<file path="src/rtl/navic_gen_scheduler.sv">
// rtl/navic_gen_scheduler.sv - round-robin time-division scheduler for a shared NavIC L1 pilot code generator
// Optional invalid-PRN rejection at arbitration: NAVIC_SCHED_PRN_CHECK_EN
module navic_gen_scheduler #(
  parameter int NCH     = 4,
  parameter int EPOCH_W = 8,
  parameter int MAX_PRN = 5
) (
  input  logic                   clk,
  input  logic                   reset,
  input  logic [NCH-1:0]         req,
  input  logic [6*NCH-1:0]       prn_flat,
  input  logic [EPOCH_W*NCH-1:0] dwell_flat,
  input  logic                   epoch_in,
  output logic [NCH-1:0]         gnt,
  output logic [NCH-1:0]         done,
  output logic [NCH-1:0]         err,
  output logic [5:0]             gen_prn,
  output logic                   gen_rst,
  output logic                   gen_ena,
  output logic                   busy
);

  localparam int PW = (NCH > 1) ? $clog2(NCH) : 1;

  typedef enum logic [1:0] {
    S_IDLE = 2'd0,
    S_LOAD = 2'd1,
    S_RUN  = 2'd2,
    S_DONE = 2'd3
  } state_t;

  state_t               state;
  state_t               nxt_state;

  logic [PW-1:0]        ptr;
  logic [PW-1:0]        win_q;
  logic [EPOCH_W-1:0]   dwell_q;
  logic [EPOCH_W-1:0]   ep_cnt;

  logic [PW-1:0]        nxt_ptr;
  logic [PW-1:0]        nxt_win;
  logic [EPOCH_W-1:0]   nxt_dwell;
  logic [EPOCH_W-1:0]   nxt_cnt;
  logic [NCH-1:0]       nxt_gnt;
  logic [NCH-1:0]       nxt_done;
  logic [NCH-1:0]       nxt_err;
  logic [5:0]           nxt_gen_prn;
  logic                 nxt_gen_rst;
  logic                 nxt_gen_ena;
  logic                 nxt_busy;

  logic [5:0]           prn_arr   [NCH];
  logic [EPOCH_W-1:0]   dwell_arr [NCH];

  logic                 found;
  logic [PW-1:0]        win;
  logic [PW-1:0]        idx;
  int                   sum;

  logic [5:0]           cand_prn;
  logic [EPOCH_W-1:0]   cand_dwell;
  logic                 prn_bad;
  logic [NCH-1:0]       win_onehot;
  logic [NCH-1:0]       cur_onehot;
  logic                 last_epoch;

  // Unpack the flat per-channel buses into indexable arrays
  for (genvar i = 0; i < NCH; i++) begin : g_unpack
    assign prn_arr[i]   = prn_flat[6*i +: 6];
    assign dwell_arr[i] = dwell_flat[EPOCH_W*i +: EPOCH_W];
  end

  // Round-robin search starting one past the last granted channel
  always_comb begin
    found = 1'b0;
    win   = '0;
    idx   = '0;
    sum   = 0;
    for (int k = 1; k <= NCH; k++) begin
      sum = int'(ptr) + k;
      if (sum >= NCH) sum = sum - NCH;
      idx = PW'(sum);
      if (!found && req[idx]) begin
        found = 1'b1;
        win   = idx;
      end
    end
  end

  assign cand_prn   = prn_arr[win];
  assign cand_dwell = (dwell_arr[win] == '0) ? EPOCH_W'(1) : dwell_arr[win];
  assign win_onehot = {{(NCH-1){1'b0}}, 1'b1} << win;
  assign cur_onehot = {{(NCH-1){1'b0}}, 1'b1} << win_q;
  assign last_epoch = epoch_in && (ep_cnt == (dwell_q - EPOCH_W'(1)));

`ifdef NAVIC_SCHED_PRN_CHECK_EN
  assign prn_bad = (cand_prn == 6'd0) || (cand_prn > 6'(MAX_PRN));
`else
  assign prn_bad = 1'b0;
`endif

  // State register and registered outputs
  always_ff @(posedge clk) begin
    if (reset) begin
      state   <= S_IDLE;
      ptr     <= PW'(NCH - 1);
      win_q   <= '0;
      dwell_q <= EPOCH_W'(1);
      ep_cnt  <= '0;
      gnt     <= '0;
      done    <= '0;
      err     <= '0;
      gen_prn <= 6'd1;
      gen_rst <= 1'b1;
      gen_ena <= 1'b0;
      busy    <= 1'b0;
    end else begin
      state   <= nxt_state;
      ptr     <= nxt_ptr;
      win_q   <= nxt_win;
      dwell_q <= nxt_dwell;
      ep_cnt  <= nxt_cnt;
      gnt     <= nxt_gnt;
      done    <= nxt_done;
      err     <= nxt_err;
      gen_prn <= nxt_gen_prn;
      gen_rst <= nxt_gen_rst;
      gen_ena <= nxt_gen_ena;
      busy    <= nxt_busy;
    end
  end

  // Next-state and next-output logic; defaults describe an idle, reset generator
  always_comb begin
    nxt_state   = state;
    nxt_ptr     = ptr;
    nxt_win     = win_q;
    nxt_dwell   = dwell_q;
    nxt_cnt     = ep_cnt;
    nxt_gnt     = gnt;
    nxt_done    = '0;
    nxt_err     = '0;
    nxt_gen_prn = gen_prn;
    nxt_gen_rst = 1'b1;
    nxt_gen_ena = 1'b0;
    nxt_busy    = 1'b0;

    unique case (state)
      S_IDLE: begin
        nxt_gnt = '0;
        if (found && prn_bad) begin
          // Rejected requester still advances the pointer so others get a turn
          nxt_err = win_onehot;
          nxt_ptr = win;
        end else if (found) begin
          nxt_state   = S_LOAD;
          nxt_ptr     = win;
          nxt_win     = win;
          nxt_dwell   = cand_dwell;
          nxt_cnt     = '0;
          nxt_gnt     = win_onehot;
          nxt_gen_prn = cand_prn;
          nxt_busy    = 1'b1;
        end
      end

      S_LOAD: begin
        nxt_state   = S_RUN;
        nxt_gen_rst = 1'b0;
        nxt_gen_ena = 1'b1;
        nxt_busy    = 1'b1;
      end

      S_RUN: begin
        if (last_epoch) begin
          // Completion takes priority over a simultaneous request drop
          nxt_state = S_DONE;
          nxt_done  = cur_onehot;
          nxt_gnt   = '0;
          nxt_busy  = 1'b1;
        end else if (!req[win_q]) begin
          nxt_state = S_IDLE;
          nxt_gnt   = '0;
        end else begin
          if (epoch_in) nxt_cnt = ep_cnt + EPOCH_W'(1);
          nxt_gen_rst = 1'b0;
          nxt_gen_ena = 1'b1;
          nxt_busy    = 1'b1;
        end
      end

      S_DONE: begin
        nxt_state = S_IDLE;
        nxt_gnt   = '0;
      end

      default: begin
        nxt_state = S_IDLE;
        nxt_gnt   = '0;
      end
    endcase
  end

endmodule

</file>
<file path="config.mk">
export PLATFORM = sky130hd
export DESIGN_NAME = navic_gen_scheduler
export DESIGN_NICKNAME = d
export VERILOG_FILES = /design/src/rtl/navic_gen_scheduler.sv
export SDC_FILE = /design/constraint.sdc
export NUM_CORES = 1
export LEC_CHECK = 0
export ABC_CLOCK_PERIOD_IN_PS = 6100
export CAP_MARGIN = 25
export CORE_AREA = 10 10 83 85
export DETAILED_ROUTE_END_ITERATION = 12
export DIE_AREA = 0 0 93 95
export GPL_ROUTABILITY_DRIVEN = 0
export PLACE_DENSITY = 0.84
export SKIP_LAST_GASP = 1
export SYNTH_ARGS = -nofsm -noshare
export SYNTH_HDL_FRONTEND = slang
export SYNTH_SLANG_ARGS = --single-unit
export TNS_END_PERCENT = 50
</file>
<file path="constraint.sdc">
create_clock -name clk -period 6.1 [get_ports clk]
set_clock_uncertainty 0.15 [all_clocks]
set_input_delay 0.61 -clock clk [delete_from_list [all_inputs] [get_ports clk]]
set_output_delay 0.61 -clock clk [all_outputs]
set_load 0.05 [all_outputs]
</file>
==> results.sh <==
export IMPL_status="complete, no violations"
export IMPL_setup_ws_ns=3.34
export IMPL_worst_slew_pin_slew_ns=0.696
export IMPL_worstSetupPathType="in2reg"
export IMPL_finalSetupTns_ns=0
export IMPL_max_freq_ghz=0.362
export IMPL_viasPerCell=5.55
export IMPL_place_area_sq_mm=0.00335
export IMPL_synth_edf_count=0
export IMPL_cts_max_level=2
export IMPL_synth_seq_cells=39
export IMPL_nets=440
export IMPL_dp_cells=433
export IMPL_powerDensity_mw_per_mm2=279
export IMPL_critPathBufInv=1
export IMPL_cp_num_cells=6
export IMPL_path_clk_slew_ns=0.07
export IMPL_p_sw_mw=0.374
export IMPL_period_share_pct=45.3
export IMPL_cts_sinks=39
export IMPL_synth_top_area_share_pct=30.8
export IMPL_clk_latency_ns=0.29
export IMPL_grt_pass1_vias=2509
export IMPL_path_delay_family="simple AND/OR/NAND/NOR gates"
export IMPL_cts_hold_fix_buffers=0
export IMPL_drive_gt1_share_pct=8.65
export IMPL_port_buffer_count=79
export IMPL_min_path_type="reg2reg"
export IMPL_cap_viol_max_count=0
export IMPL_power_leakage_nw=1.27
export IMPL_worst_ep_required_time_ns=6.14
export IMPL_dp_hpwl_mm=5.37
export IMPL_cts_buffer_depth=2
export IMPL_first_pass_iters=4
export IMPL_synthTopCellsByArea="dfxtp_1, mux2i_1, mux2_2"
export IMPL_grt_max_degree=40
export IMPL_power_frac_clock_pct=19.5
export IMPL_post_cts_buffers=0
export IMPL_p_int_mw=0.592
export IMPL_drc=0
export IMPL_diodes=0
export IMPL_grt_overflow=0
export IMPL_maxSlewHeadroom_pct=53.6
export IMPL_setup_viol=0
export IMPL_dp_slack_ns=2.85
export IMPL_fillers=453
export IMPL_slowest_delay_ns=0.62
export IMPL_whs_path_depth=2
export IMPL_cts_repair_resized=0
export IMPL_cp_arrival_ns=2.80
export IMPL_wire_per_inst_microns=15.0
export IMPL_yosys_warnings=0
export IMPL_grt_first_pass_wirelength_mm=11.4
export IMPL_cts_tree="built"
export IMPL_grt_use_total_pct=15.4
export IMPL_finalPower_mw=0.966
export IMPL_ys_seq_area_share_pct=30.8
export IMPL_num_vias=2453
export IMPL_r2r_start="dwell_q[0]$_SDFFE_PP1P_"
export IMPL_ant_nets=0
export IMPL_path_max_fanout=20
export IMPL_hold_viol=0
export IMPL_reg2regPathDepth=8
export IMPL_pwr_share_comb_pct=46.4
export IMPL_finalCoreUtilization_pct=65.0
export IMPL_maxSlewViolCount=0
export IMPL_r2r_slack_ns=3.69
export IMPL_ir_worst_vdd_uv=120
export IMPL_min_from="gen_prn[3]$_SDFFE_PP0P_"
export IMPL_p_seq_share_pct=34.1
export IMPL_cp_end_kind="flip-flop"
export IMPL_ys_async_sr_fraction_pct=0
export IMPL_drt_iter0_markers=131
export IMPL_ys_types=57
export IMPL_slowest_stage="nand2b_1"
export IMPL_std_cell_rows=27
export IMPL_synthCells=297
export IMPL_synthesis_area_per_instance_sq_um=8.54
export IMPL_syn_area_sq_mm=0.00254
export IMPL_area_delta_synth_final_pct=36.7
export IMPL_synth_top_area_cell="dfxtp_1"
export IMPL_hold_end="gen_prn[3]$_SDFFE_PP0P_"
export IMPL_switching_share_pct=38.7
export IMPL_path_cells="clkdlybuf4s50_1 -> or2_1 -> nor3_1 -> nand2b_1 -> a211oi_1 -> a211o_1"
export IMPL_fin_area_sq_mm=0.00347
export IMPL_hold_ws_ns=0.307
export IMPL_antenna_found_initial=0
export IMPL_stdcell_count=442
export IMPL_numCtsBuffers=5
export IMPL_rsz0062_at_grt="no"
export IMPL_core_area_sq_mm=0.00534
export IMPL_initial_utilization_pct=47.5
export IMPL_dieArea_sq_mm=0.00884
export IMPL_cp_start_kind="input port"
export IMPL_dieWidth_microns=93
export IMPL_min_period_ns=2.76
export IMPL_die_height_microns=95
export IMPL_cts_root_buffer="clkbuf_8"
export IMPL_synthFlopType="dfxtp_1"
export IMPL_ios=84
export IMPL_timing_rr_end="state[0]$_SDFFE_PP0P_"
export IMPL_wl_mm=6.62
## layout make-up
| type | count | area, sq um | area share, % |
|---|---|---|---|
| multi-input combinational | 227 | 1620 | 46.7 |
| sequential | 39 | 781 | 22.5 |
| inverter | 13 | 48.8 | 1.41 |
| clock buffer | 8 | 100 | 2.89 |
| tap | 72 | 90.1 | 2.60 |
| timing repair buffer | 83 | 828 | 23.9 |
## kinds of logic after synthesis
kind of cell             after synthesis  synth area share, %
flip-flops                            39                 30.8
XOR/XNOR                              12                 4.14
buffers and inverters                 34                 6.27
adder cells (fa/ha/maj)                8                 3.95
multiplexers                          30                 12.9
AO/OA/AOI/OAI                         77                 20.8
other                                  1                0.148
AND/OR/NAND/NOR                       96                 21.0
## synthesized netlist by cell type (2+ instances only)
master / n
o211ai_1: 14
mux2i_1: 17
nand4_1: 3
a311oi_1: 2
nor3b_1: 2
or3_1: 5
nor4_1: 8
dfxtp_1: 39
a31oi_1: 4
xnor2_1: 8
nand2b_1: 5
o32ai_1: 2
o21ai_1: 4
ha_1: 8
clkbuf_1: 8
o21a_1: 3
buf_4: 6
mux2_2: 12
o31a_1: 2
nor3_1: 4
a211oi_1: 4
inv_1: 13
xor2_1: 4
nor4b_1: 2
a21oi_1: 24
a211o_1: 4
nor2b_1: 3
buf_2: 6
nor4bb_1: 2
nor2_1: 11
or4_1: 2
o21ai_0: 5
nand2_1: 32
nand3_1: 5
nand3b_1: 2
## how the worst max path moves through the flow
stage / start / end
2_1_floorplan: req[1] / gen_prn[2]$_SDFFE_PP0P_
3_3_place_gp: req[1] / dwell_q[0]$_SDFFE_PP1P_
3_5_place_dp: req[1] / dwell_q[0]$_SDFFE_PP1P_
4_1_cts: req[1] / dwell_q[0]$_SDFFE_PP1P_
5_1_grt: req[1] / gen_prn[0]$_SDFFE_PP1P_
6_report: req[1] / gen_prn[0]$_SDFFE_PP1P_
## metal layers
metal	GRT usage, %	vias to the layer above	wire, microns
li1	-	1230	-
met1	16.8	1100	2720
met2	26.2	113	3040
met3	7.53	10	774
met4	4.50	0	93
met5	0	-	0
## placed cells by master, fill, tap and decap left out, types with 7 or more instances in the layout
master / n
mux2i_1: 17
mux2_2: 12
nand2_1: 32
clkdlybuf4s50_1: 79
ha_1: 8
nor4_1: 8
nor2_1: 11
o211ai_1: 14
inv_1: 13
clkbuf_8: 7
a21oi_1: 24
dfxtp_1: 39
xnor2_1: 8
## worst reg2reg max path: cells and delay by family, from the launching register on
family	cells	cell delay, ns
AND/OR/NAND/NOR	4	0.98
flip-flops	1	0.43
adder cells (fa/ha/maj)	1	0.30
AO/OA/AOI/OAI	1	0.26
XOR/XNOR	1	0.13
buffers and inverters	1	0.07
## registers in the layout, indices dropped and copies added (netlist names)
| register | flops |
|---|---|
| gen_prn | 6 |
| gnt | 4 |
| ep_cnt | 8 |
| gen_ena | 1 |
| state | 2 |
| dwell_q | 8 |
| busy | 1 |
| gen_rst | 1 |
| win_q | 2 |
| done | 4 |
| ptr | 2 |
## power groups by stage
stage | Clock, mW | Sequential, mW | Combinational (mW)
after floorplan | 0 | 0.386 | 0.262
after global placement | 0 | 0.333 | 0.435
after detailed placement | 0 | 0.335 | 0.445
after CTS | 0.193 | 0.329 | 0.447
after global routing | 0.205 | 0.335 | 0.492
final | 0.188 | 0.329 | 0.448
(Power assumes the default switching activity.)
